==> src/rtl/stim_pattern_gen.sv <==
// Stimulus pattern generator: steps through binary, walking-one or gray patterns, holding each for HOLD_CYCLES clocks.
// Latency: the start edge presents P(0) with a strobe; each following pattern appears on the edge after its predecessor's hold ends.
// Backpressure: none; i_pause freezes the hold counter while in RUN. Optional gray mode is built only when STIM_PATTERN_GEN_GRAY_EN is defined.
module stim_pattern_gen #(
    parameter int WIDTH        = 4,
    parameter int HOLD_CYCLES  = 1000,
    parameter int NUM_PATTERNS = 18
) (
    input  logic             i_clk,
    input  logic             i_rst,
    input  logic             i_start,
    input  logic             i_pause,
    input  logic [1:0]       i_mode,
    output logic [WIDTH-1:0] o_pattern,
    output logic             o_strobe,
    output logic [15:0]      o_index,
    output logic             o_busy,
    output logic             o_done
);

    // Hold counter needs at least one bit even when every pattern lasts one cycle.
    localparam int              CW        = (HOLD_CYCLES > 1) ? $clog2(HOLD_CYCLES) : 1;
    localparam logic [CW-1:0]   HOLD_LAST = CW'(HOLD_CYCLES - 1);
    localparam logic [15:0]     LAST_IDX  = 16'(NUM_PATTERNS - 1);

    localparam logic [1:0] ST_IDLE = 2'd0;
    localparam logic [1:0] ST_RUN  = 2'd1;
    localparam logic [1:0] ST_DONE = 2'd2;

    localparam logic [1:0] MODE_WALK = 2'b01;
`ifdef STIM_PATTERN_GEN_GRAY_EN
    localparam logic [1:0] MODE_GRAY = 2'b10;
`endif

    logic [1:0]       state;
    logic [1:0]       mode_q;
    logic [CW-1:0]    hold_cnt;
    logic             start_ev;
    logic [15:0]      next_idx;
    logic [1:0]       next_mode;
    logic [WIDTH-1:0] next_bin;
    logic [WIDTH-1:0] next_pat;

    // A start is only honoured outside RUN; it restarts the sequence at index 0.
    assign start_ev  = (state != ST_RUN) && i_start;
    assign next_idx  = start_ev ? 16'd0 : (o_index + 16'd1);
    assign next_mode = start_ev ? i_mode : mode_q;
    assign next_bin  = next_idx[WIDTH-1:0];

    // Pattern for the next index. Walking-one rotates the current one-hot value
    // instead of taking a modulo of the index; the rotate wraps after WIDTH steps.
    always_comb begin
        next_pat = next_bin;
        case (next_mode)
            MODE_WALK: next_pat = start_ev ? WIDTH'(1)
                                           : ((o_pattern << 1) | (o_pattern >> (WIDTH - 1)));
`ifdef STIM_PATTERN_GEN_GRAY_EN
            MODE_GRAY: next_pat = next_bin ^ (next_bin >> 1);
`endif
            default:   next_pat = next_bin;
        endcase
    end

    // Run-control FSM, hold counter and registered outputs.
    always_ff @(posedge i_clk) begin
        if (i_rst) begin
            state     <= ST_IDLE;
            mode_q    <= 2'b00;
            hold_cnt  <= '0;
            o_pattern <= '0;
            o_index   <= 16'd0;
            o_strobe  <= 1'b0;
        end else begin
            o_strobe <= 1'b0;
            case (state)
                ST_IDLE, ST_DONE: begin
                    if (start_ev) begin
                        state     <= ST_RUN;
                        mode_q    <= i_mode;
                        hold_cnt  <= '0;
                        o_index   <= 16'd0;
                        o_pattern <= next_pat;
                        o_strobe  <= 1'b1;
                    end
                end
                ST_RUN: begin
                    if (!i_pause) begin
                        if (hold_cnt == HOLD_LAST) begin
                            if (o_index == LAST_IDX) begin
                                // Final pattern and index stay on the outputs in DONE.
                                state <= ST_DONE;
                            end else begin
                                hold_cnt  <= '0;
                                o_index   <= next_idx;
                                o_pattern <= next_pat;
                                o_strobe  <= 1'b1;
                            end
                        end else begin
                            hold_cnt <= hold_cnt + CW'(1);
                        end
                    end
                end
                default: state <= ST_IDLE;
            endcase
        end
    end

    assign o_busy = (state == ST_RUN);
    assign o_done = (state == ST_DONE);

endmodule
==> config.mk <==
export PLATFORM = sky130hd
export DESIGN_NAME = stim_pattern_gen
export DESIGN_NICKNAME = d
export VERILOG_FILES = /design/src/rtl/stim_pattern_gen.sv
export SDC_FILE = /design/constraint.sdc
export NUM_CORES = 1
export LEC_CHECK = 0
export CAP_MARGIN = 0
export CORE_UTILIZATION = 35
export DETAILED_ROUTE_END_ITERATION = 8
export SLEW_MARGIN = 20
export SYNTH_ARGS = -nofsm -noshare
export SYNTH_HDL_FRONTEND = slang
export SYNTH_SLANG_ARGS = --single-unit
==> constraint.sdc <==
create_clock -name i_clk -period 2.3 [get_ports i_clk]
set_clock_uncertainty 0.15 [all_clocks]
set_input_delay 0.46 -clock i_clk [delete_from_list [all_inputs] [get_ports i_clk]]
set_output_delay 0.46 -clock i_clk [all_outputs]
set_load 0.03 [all_outputs]
# After elaboration in Yosys (flattened, before gate mapping)
# Cells that the tools add are included.
[totals]
ff_bits = 35
in_bits = 6
output_inout_bits = 23
wordCells = 57
[classes]
addsub = 2
n_eq_ne = 12
mux = 29
bitwise_logic = 1
n_reduce_logical = 7
[ops]
columns = ["operator", "count"]
rows = [
  ["two-way mux 16 bit", 5],
  ["two-way mux 10 bit", 4],
  ["case mux 16 bit (2 select lines)", 1],
  ["two-way mux 4 bit", 6],
  ["case mux 10 bit (2 select lines)", 1],
  ["adder 16 x 1 -> 16 bit (second input constant)", 1],
  ["== test 16 x 5 -> 1 bit (second input constant)", 1],
  ["adder 10 x 1 -> 10 bit (second input constant)", 1],
  ["== test 10 bit (second input constant)", 1],
  ["two-way mux 2 bit", 5],
  ["case mux 4 bit (2 select lines)", 1],
  ["AND reduction 4 bit", 2],
  ["!= test 2 x 1 -> 1 bit (second input constant)", 3],
  ["!= test 2 bit (second input constant)", 3],
  ["AND reduction 5 bit", 1],
  ["== test 2 x 1 -> 1 bit (second input constant)", 2],
  ["two-way mux 1 bit", 4],
  ["bitwise OR 4 x 1 -> 4 bit", 1],
  ["case mux 2 bit (2 select lines)", 1],
  ["!= test 3 bit (second input constant)", 1],
  ["== test 2 bit (second input constant)", 1],
  ["logical NOT 2 bit", 1],
  ["case mux 1 bit (2 select lines)", 1],
  ["nonzero test 2 bit", 1],
  ["other kinds (2)", 2],
]

# Longest topological paths before layout
# Gate-level depths: netlist of run 1.
[depth]
ltp_word = 9
mapped_depth = 8
mapped_depth_nobuf = 7

# Least setup slack after synthesis of run 1
# No wires, ideal clock.
[synth_path]
path_kind = "register to register"
from = "reg o_index[1]"
to = "reg o_index[15]"
setup_time_ns = 0.121
arrival_time_ns = 2.150
t_required_ns = 2.029
path_slack_ns = -0.121
stages_incl_launch_ff = 8
n_path_buf = 0
period_less_slack_ns = 2.421
cell_sequence = "dfxtp_1 -> inv_1 -> ha_1 -> nor4b_1 -> and4_1 -> a211o_4 -> nor4_1 -> mux2_2"
[synth_between]
elab_chain_len = 6
word_cells_on_any_way = 9
cone_classes = "add/sub: 1; eq/ne: 2; mux: 5; reduce/logical: 1"
[synth_lines]
columns = ["item", "line", "source"]
rows = [
  ["from (decl)", "16", "output logic [15:0] o_index,"],
  ["from (signal assigned)", "94", "o_index <= next_idx;"],
  ["adder 16 x 1 -> 16 bit", "46", "assign next_idx = start_ev ? 16'd0 : (o_index + 16'd1);"],
  ["two-way mux 16 bit", "46", ""],
  ["two-way mux 16 bit", "89", "if (o_index == LAST_IDX) begin"],
  ["two-way mux 16 bit", "88", "if (hold_cnt == HOLD_LAST) begin"],
  ["two-way mux 16 bit", "87", "if (!i_pause) begin"],
  ["case mux 16 bit (2 select lines)", "75", "case (state)"],
]
# Parallel ways exist; a longest one is shown, timed or not. The select of a mux whose other input is x is not followed.
# A chain may end at the register's enable or synchronous reset.

# Worst setup path in the final report of run 1
# Same ends and word-level chain as after synthesis.

==> metrics, run 1 <==
status=finished clean; crit path kind=flip-flop to flip-flop; io pins=29; DRT Pass-1 Iters=4; Slew @ Worst Pin=0.441 ns; crit path DAT=around 2.2 ns; syn_nets=about 240; r2r endpoint=o_index[15]; IO buf count=28; number of flops mapped to enable cells by yosys=0; Routed wire per std cell=between 10 and 15 um; Area Growth Syn to Fin=38.2%; Crit Path Max Fanout=9; min-delay src=mode_q[1]; top_reg_cell synth=dfxtp_1; Seq/Total Area, Yosys=36.3%; flops & latches, synth=35; PwrDens=about 480 nW/um^2; reg2reg start=o_index[1]; vias in the first global route=about 1800; RSZ-0062 raised after global routing=yes; global-route usage over all layers=17.7%; setup tns final=0 ns; Tot Pwr=approximately 0.0013 W; Root Buffer=clkbuf_8; die span in x=roughly 76 um; Final Max Slew Viols=0; Final setup viols=0; Reg clk slew, reported paths=around 0.07 ns; Fin. Hold Viols=0; Hold Path End=mode_q[1]; Data required, critical path=roughly 2.3 ns; Final period util=between 90 and 100%; hold path depth=2; initial antenna violation count=0; Async SR Flop Fraction=0%; CP Launch Type=flip-flop; routability cong.=about 0.79; routed via count=between 1500 and 2000; Max Cap Viol=0; multi-input logic area=1170 um^2; largest net degree at the start of global routing=14; # rows=26; Die ar.=approximately 5800 um^2; CTS Buf Count=5; CTS sink cnt=35; count of non-filler cells in the finished layout=between 300 and 400; Mapped Area=~1900 um^2; top achievable clock speed=roughly 450 MHz; Starting Density=a little under two fifths; R2R depth=7; H-tree levels=2; core area=roughly 5200 um^2; Via density=around 5.5; synthesized netlist cell count=roughly 230; HPWL Detailed=approximately 3700 um; post-placement cell count=about 350; Fillers=between 500 and 600; warning count from the yosys run=0; grt total ovfl=0; layout cells sized above 1=between 20 and 25%; Critical Path End Type=flip-flop; CTS tree=yes; Total Routed Length=4960 um; Register-to-Register Setup Slack=between 0.1 and 0.15 ns; post-synthesis cell type count=53; clk_lat worst skew=roughly 0.28 ns; Max-slew headroom=70.3%; ant diodes=0; Die Ht=76.3 um; # DRC=0; DRT iter0 DRCs=a little under 90; Tmin final=between 2 and 2.5 ns; Max clock buf depth=2; Tightest Hold Check Type=flip-flop to flip-flop; Layout Nets=302; antenna-violating nets left=0; syn avg cell area=roughly 8.5 um^2; Hold WS=~0.3 ns; FF/Latch Area=around 710 um^2; static leakage power=0.953 nW; first-pass GRT wire length=between 8000 and 9000 um; VDD IR max=between 0.2 and 0.3 mV
==> cells in the final DEF, fill, tap and decap left out, types with 2 or more instances in the layout <==
| cell | n |
|---|---|
| and4_1 | 3 |
| nand4b_1 | 4 |
| mux2i_1 | 5 |
| xor2_1 | 3 |
| a31oi_1 | 2 |
| nor2_1 | 17 |
| nor3_1 | 4 |
| ha_1 | 3 |
| o21ai_0 | 10 |
| nand4_1 | 9 |
| dfxtp_1 | 31 |
| clkdlybuf4s50_1 | 27 |
| nand2_1 | 15 |
| dfxtp_2 | 4 |
| or3_1 | 4 |
| buf_4 | 43 |
| or4b_1 | 3 |
| inv_1 | 6 |
| nor4_1 | 4 |
| xnor2_1 | 5 |
| o2bb2ai_1 | 3 |
| or4_1 | 5 |
| a21oi_1 | 22 |
| a211oi_1 | 3 |
| nand3_1 | 10 |
| o31ai_1 | 4 |
| nand3b_1 | 3 |
| nand2b_1 | 5 |
| nor2b_1 | 2 |
| clkbuf_8 | 6 |
==> final cells by class <==
type,instances,share of cell area (%)
inverters,7,0.985
clock inverters,1,0.188
repair buffers,70,22.2
multi-input cells,174,43.8
well taps,70,3.28
clock buffers,6,3.09
flip-flops and latches,35,26.4
==> metrics by stage <==
stage | setup WS, ns | instance area (um^2) | util, %
finish | 0.100 | 2670 | 51.3
CTS | 0.0348 | 2640 | 50.6
global placement | -0.233 | 2540 | 48.8
detailed placement | -0.321 | 2540 | 48.8
floorplan | 0.00161 | 1930 | -
global route | -0.00925 | 2670 | 51.3
==> flip-flops by register name (all words and copies together), names as in the netlist <==
signal and flops:
o_strobe 1, mode_q 2, state 2, o_index 16, o_pattern 4, hold_cnt 10
==> power breakdown <==
group / switching, W / internal, W
clock network: 0.000218 / 0.000235
logic: 0.000112 / 0.0000960
registers: 0.00000783 / 0.000617
==> repair_timing <==
item,in CTS,in global routing
endpoints found under the setup margin,1,4
setup buffers,0,3
endpoints found under the hold margin,0,0
pin swaps,0,2
hold buffers,0,0
resized for setup,1,4
==> cell usage after synthesis, types with 4 or more instances <==
library cell	number	area [um^2]
o21ai_0	10	50.1
nand2b_1	5	31.3
mux2i_1	5	50.1
nor2_1	18	67.6
dfxtp_1	35	701
inv_1	6	22.5
buf_2	4	20.0
nor3_1	4	20.0
and4_1	4	35.0
or4_1	5	37.5
nand4_1	9	56.3
o31ai_1	4	30.0
nor4_1	5	31.3
nand3_1	10	50.1
nand4b_1	4	35.0
a21oi_1	22	110
clkbuf_1	5	18.8
or3_1	4	25.0
nand2_1	15	56.3
xnor2_1	5	43.8
==> logic make-up after synthesis <==
kind of cell,Yosys count,synth area share [%]
AND/OR/NAND/NOR,100,30.7
adder cells (fa/ha/maj),3,1.94
AO/OA/AOI/OAI,57,20.3
multiplexers,6,3.18
flip-flops,35,36.3
buffers and inverters,17,3.95
XOR/XNOR,8,3.63
==> worst max-delay path, stage by stage, from the launching register on <==
cell,delay [ns]
dfxtp_2,0.33
inv_1,0.04
ha_1,0.18
nor4b_1,0.16
and4_2,0.22
a211o_4,0.38
nor4_2,0.29
mux2_2,0.35
==> how the worst max path moves through the flow <==
stage / cells after the start / end / slack (ns) / start
floorplan: 6 / o_index[15] / 0.002 / o_index[3]
global placement: 6 / o_index[15] / -0.23 / i_pause
detailed placement: 6 / o_index[15] / -0.32 / i_pause
CTS: 7 / o_index[15] / 0.03 / o_index[1]
global route: 8 / o_index[7] / -0.009 / o_index[1]
finish: 7 / o_index[15] / 0.10 / o_index[1]
==> routing by layer <==
metal | wire (um) | up-vias | part of all wire [%] | global-route usage (%)
li1 | - | 987 | - | -
met1 | 2490 | 937 | 50 | 24.8
met2 | 2210 | 54 | 45 | 27.2
met3 | 224 | 4 | 4.5 | 3.71
met4 | 41 | 0 | 0.83 | 5.19
met5 | 0 | - | 0 | 0
(Power assumes the default switching activity.)
==> run 2, diff against run 1 <==
Settings changed: REMOVE_ABC_BUFFERS set to 1.
==> run 2 against run 1 <==
  * Combinational power is 4% higher
  * Largest cell class unchanged
  * Wire length up 7.4%
  * Final area increased by 5.4%
  * Critical path type unchanged
  * Highest routed layer unchanged
  * Global-route usage rose by 1.2 points
  * Sequential power about the same
  * Count of clock-buffer cells in the layout is 1 lower
  * Clock power grew 49%
==> metrics, run 2 (synthesis results as in run 1) <==
routed via count=1975 (-0.35%); largest net degree at the start of global routing=14 (unchanged); Critical Path End Type=flip-flop; crit path DAT=2.33 ns (+0.10 ns); VDD IR max=0.310 mV (+12%); Fin. Hold Viols=0 (unchanged); global-route usage over all layers=18.9% (+1.2 points); CTS sink cnt=35 (unchanged); RSZ-0062 raised after global routing=yes; top achievable clock speed=447 MHz (-1.8%); Slowest-stage cell, CP=or4b_1; core area=5200 um^2 (unchanged); crit path kind=flip-flop to flip-flop; Die Ht=76.3 um (unchanged); setup tns final=0 ns (unchanged); hold path depth=2 (unchanged); Final setup viols=0 (unchanged); CP cell instances=ha_1, buf_4, nand4b_1, nor3_4, nand4_1, or4b_1, nand3_1; CTS Buf Count=5 (unchanged); die span in x=76.3 um (unchanged); most common cell after layout, fill and taps aside=buf_4; Final period util=97.3% (+1.7 points); antenna-violating nets left=0 (unchanged); family with the most delay on the worst path=simple AND/OR/NAND/NOR gates; status=finished clean; Levels on crit path=7 (unchanged); Die ar.=5820 um^2 (unchanged); routability cong.=0.845 (+6.6%); Total Routed Length=5330 um (+7.4%); Max Cap Viol=0 (unchanged); R2R depth=7 (unchanged); first-pass GRT wire length=8850 um (+5.8%); HPWL Detailed=3940 um (+6.2%); vias in the first global route=1840 (+3.3%); DRT Pass-1 Iters=4 (unchanged); CTS tree=yes; Worst path max stage delay=0.54 ns (+0.16 ns); largest registers=o_index (16), hold_cnt (10), o_pattern (4); Largest register FFs=16 (unchanged); Via density=5.34 (-2.2%); Max clock buf depth=2 (unchanged); Tmin final=2.24 ns (+0.0394 ns); Routed wire per std cell=14.4 um (+5.3%); Slew @ Worst Pin=0.435 ns (-0.00560 ns); # DRC=0 (unchanged); Reg clk slew, reported paths=0.08 ns (about the same); PwrDens=539 nW/um^2 (+12%); Buf+Inv Stages, Crit Path=1 (unchanged); Root Buffer=clkbuf_8; Tot Pwr=0.00152 W (+18%); io pins=29 (unchanged); Layout Nets=308 (+2.0%); Most flops, register=o_index; IO buf count=28 (unchanged); clk_lat worst skew=0.30 ns (+0.02 ns); static leakage power=1.02 nW (+7.0%); ant diodes=0 (unchanged); Max-slew headroom=70.7% (+0.38 points); initial antenna violation count=0 (unchanged); # rows=26 (unchanged); Starting Density=37.1% (unchanged); commonest non-fill, non-tap cells in the layout=49 x buf_4, 33 x dfxtp_1, 27 x clkdlybuf4s50_1; Data required, critical path=2.39 ns (+0.06 ns); CP Launch Type=flip-flop; Area Growth Syn to Fin=45.8%; grt total ovfl=0 (unchanged); H-tree levels=2 (unchanged); DRT iter0 DRCs=128 (+47%); Crit Path Max Fanout=6 (-3); layout cells sized above 1=26.7% (+3.8 points); Final Max Slew Viols=0 (unchanged); Tightest Hold Check Type=flip-flop to flip-flop
==> run 2: cell types whose count changed in the layout (fill, tap and decap cells not counted), sizes merged <==
| cell | before | now |
|---|---|---|
| buf | 43 | 49 |
| bufinv | 0 | 2 |
| clkbuf | 6 | 5 |
| clkinv | 1 | 0 |
| clkinvlp | 0 | 1 |
==> run 2: worst paths after layout <==
check | from | end | slack (ns)
max reg2reg | hold_cnt[1] | o_index[5] | 0.06
max | hold_cnt[1] | o_index[5] | 0.06
min | mode_q[1] | mode_q[1] | 0.31
min reg2reg | mode_q[1] | mode_q[1] | 0.31
==> run 2: per-stage QoR <==
stage / util (%) / area (um^2) / setup slack, ns / cells / hold slack, ns
finish: 54.1 / 2810 / 0.0610 / 370 / 0.311
global route: 54.1 / 2810 / -0.0129 / 370 / 0.321
CTS: 52.9 / 2750 / 0.0162 / 369 / 0.309
detailed placement: 49.8 / 2590 / -0.281 / 360 / 0.298
global placement: 49.8 / 2590 / -0.233 / 360 / 0.295
floorplan: - / 1880 / -0.164 / 216 / 0.280
==> run 2: final cells by class <==
| class | count | area [um^2] |
|---|---|---|
| Inverter | 7 | 26.3 |
| Fill cell | 501 | 2390 |
| Tap cell | 70 | 87.6 |
| Multi-Input combinational cell | 174 | 1220 |
| Timing Repair Buffer | 76 | 638 |
| Clock inverter | 3 | 67.6 |
| Sequential cell | 35 | 703 |
| Clock buffer | 5 | 68.8 |
==> run 2: routing by layer <==
layer  GRT usage (%)  share of wire (%)
met5               0                  0
met4            6.73               0.96
met3            3.83                5.0
met2            29.5                 46
met1            25.8                 48
==> run 2: power breakdown <==
part | internal (W) | total [W] | switching [W]
registers | 0.000617 | 0.000625 | 0.00000793
logic | 0.0000989 | 0.000216 | 0.000117
clock network | 0.000432 | 0.000675 | 0.000243
total | 0.00115 | 0.00152 | 0.000368
==> run 2: timing repair <==
action | CTS | global route
hold buffers | 0 | 0
setup endpoints to repair | 5 | 12
pin swaps | 1 | 7
resized for setup | 4 | 13
setup buffers | 1 | 1
==> run 2: tightest hold or removal path: cells and delay by family (launching register included) <==
kind / cells / cell delay (ns)
flops: 1 / 0.31
compound gates: 1 / 0.05
simple gates: 1 / 0.05
==> run 3, diff against run 2 <==
Settings changed: TNS_END_PERCENT set to 20.
==> run 3 against run 2 <==
  * Sequential power barely moved
  * Worst hold slack got worse by 0.00072 ns
  * Via count rose by 0.30%
  * Sequential share of layout area rose by 0.22 points
  * Critical path type unchanged
  * Final area fell by 1.1%
  * Total power fell by 0.24%
  * Largest cell class unchanged
  * Maximum frequency rose by 0.62%
  * Flip-flop and latch count did not move
  * Clock power barely moved
  * Global-route usage did not move
==> metrics, run 3 (synthesis results as in run 1) <==
CTS tree=yes; commonest non-fill, non-tap cells in the layout=48 x buf_4, 34 x dfxtp_1, 27 x clkdlybuf4s50_1; Final setup viols=0 (unchanged); routability cong.=0.845 (unchanged); initial antenna violation count=0 (unchanged); PwrDens=543 nW/um^2 (+0.84%); Data required, critical path=2.38 ns (about the same); Largest register FFs=16 (unchanged); multi-input logic area=1200 um^2 (-1.7%); Internal=0.00115 W (about the same); CP cell instances=inv_1, ha_1, nor4b_1, buf_4, and4_4, a211o_4, or4_1, a21oi_2; Seq pwr share=41.3% (about the same); most common cell after layout, fill and taps aside=buf_4; DRT Pass-1 Iters=4 (unchanged); Worst path max stage delay=0.53 ns (about the same); Final Cell Area=2780 um^2 (-1.1%); Buf+Inv Stages, Crit Path=2 (+1); VDD IR max=0.312 mV (+0.67%); core area=5200 um^2 (unchanged); die span in x=76.3 um (unchanged); Die Ht=76.3 um (unchanged); clk_lat worst skew=0.29 ns (about the same); HPWL Detailed=3940 um (unchanged); layout cells sized above 1=24.4% (-2.3 points); vias in the first global route=1840 (unchanged); Slowest-stage cell, CP=or4_1; Starting Density=37.1% (unchanged); status=finished clean; crit path DAT=2.30 ns (-0.03 ns); hold path depth=2 (unchanged); Levels on crit path=8 (+1); Reg clk slew, reported paths=0.08 ns (about the same); family with the most delay on the worst path=simple AND/OR/NAND/NOR gates; largest registers=o_index (16), hold_cnt (10), o_pattern (4); Total Routed Length=5200 um (-2.5%); ant diodes=0 (unchanged); routed via count=1981 (+0.30%); Switch Pwr=0.000365 W (-0.85%); clock share of power=44.5% (about the same); Max Cap Viol=0 (unchanged); Post-DP Area=2590 um^2 (unchanged); top achievable clock speed=449 MHz (+0.62%); Hold Path End=mode_q[1]; static leakage power=1.01 nW (-1.2%); io pins=29 (unchanged); crit path kind=flip-flop to flip-flop; Max-slew headroom=72.6% (+1.9 points); min-delay src=mode_q[1]; Final period util=96.7% (-0.60 points); Final Max Slew Viols=0 (unchanged); first-pass GRT wire length=8850 um (unchanged); Register-to-Register Setup Slack=0.07 ns (about the same); setup tns final=0 ns (unchanged); r2r endpoint=o_index[12]; Most flops, register=o_index; antenna-violating nets left=0 (unchanged); grt total ovfl=0 (unchanged); Tmin final=2.23 ns (-0.0139 ns); Max clock buf depth=2 (unchanged); combinational share of power=14.2% (about the same); # rows=26 (unchanged); reg2reg start=o_index[1]; FF/Latch Area=702 um^2 (-0.18%); Slew @ Worst Pin=0.407 ns (-0.0286 ns); DRT iter0 DRCs=139 (+8.6%); Tightest Hold Check Type=flip-flop to flip-flop; Via density=5.37 (+0.58%); RSZ-0062 raised after global routing=yes; Layout Nets=307 (-0.32%); switching share of power=24.1% (-0.15 points); CTS sink cnt=35 (unchanged); CTS Buf Count=5 (unchanged); Crit Path Max Fanout=8 (+2); Area Growth Syn to Fin=44.2%; Routed wire per std cell=14.1 um (-2.2%); largest net degree at the start of global routing=14 (unchanged); Fillers=502 (+0.20%); H-tree levels=2 (unchanged); # DRC=0 (unchanged); CP Launch Type=flip-flop; global-route usage over all layers=18.9% (unchanged); Fin. Hold Viols=0 (unchanged); Die ar.=5820 um^2 (unchanged); R2R depth=8 (+1); IO buf count=28 (unchanged); Critical Path End Type=flip-flop; Root Buffer=clkbuf_8
[run 3: cell types whose count changed in the layout (fill, tap and decap cells not counted), sizes merged]
cell / previous run / this run
buf: 49 / 48
[run 3: worst reg2reg max path: cells and delay by family, from the launching register on]
family	cells	cell delay [ns]
compound gates	2	0.50
flops	1	0.33
buf+inv	2	0.18
simple gates	3	0.84
fa+ha+maj	1	0.17
[run 3: power by group through the flow]
stage	logic [W]	clock network (W)	registers, W
after global routing	0.000233	0.000716	0.000626
after detailed placement	0.000209	0	0.000638
final	0.000215	0.000673	0.000624
after global placement	0.000208	0	0.000638
after floorplan	0.0000851	0	0.000650
after CTS	0.000213	0.000688	0.000624
[run 3: how the worst max path moves through the flow]
stage	from	to	slack, ns
after floorplan	o_index[1]	o_index[15]	-0.16
after global placement	i_pause	o_index[15]	-0.23
after detailed placement	i_pause	o_index[15]	-0.28
after CTS	o_index[1]	o_index[15]	0.02
after global routing	hold_cnt[0]	o_index[5]	-0.03
final	o_index[1]	o_index[12]	0.07
[run 3: through the flow]
step                      setup slack [ns]  total power [W]  cells  hold slack, ns  utilization [%]
after global routing               -0.0283          0.00157    369           0.321             53.5
after detailed placement            -0.281         0.000847    360           0.298             49.8
after floorplan                     -0.164         0.000735    216           0.280                -
after global placement              -0.233         0.000846    360           0.295             49.8
after CTS                           0.0162          0.00153    369           0.309             52.9
final                               0.0749          0.00151    369           0.310             53.5
[run 3: final cells by class]
cell class	count	share of cell area [%]
multi-input combinational	174	43.1
sequential	35	25.2
timing repair buffer	75	22.7
tap	70	3.15
clock buffer	5	2.47
clock inverter	3	2.43
inverter	7	0.944
[run 3: routing by layer]
layer | wire length (um) | track usage [%] | vias up
met5 | 0 | 0 | -
met4 | 47 | 6.73 | 0
met3 | 177 | 3.83 | 5
met2 | 2390 | 29.5 | 44
met1 | 2580 | 25.8 | 931
li1 | - | - | 1001
[run 3: repair_timing]
item | 4_1_cts | 5_1_grt
hold buffers | 0 | 0
pin swaps | 1 | 3
endpoints found under the setup margin | 5 | 12
resized for setup | 4 | 7
setup buffers | 1 | 0
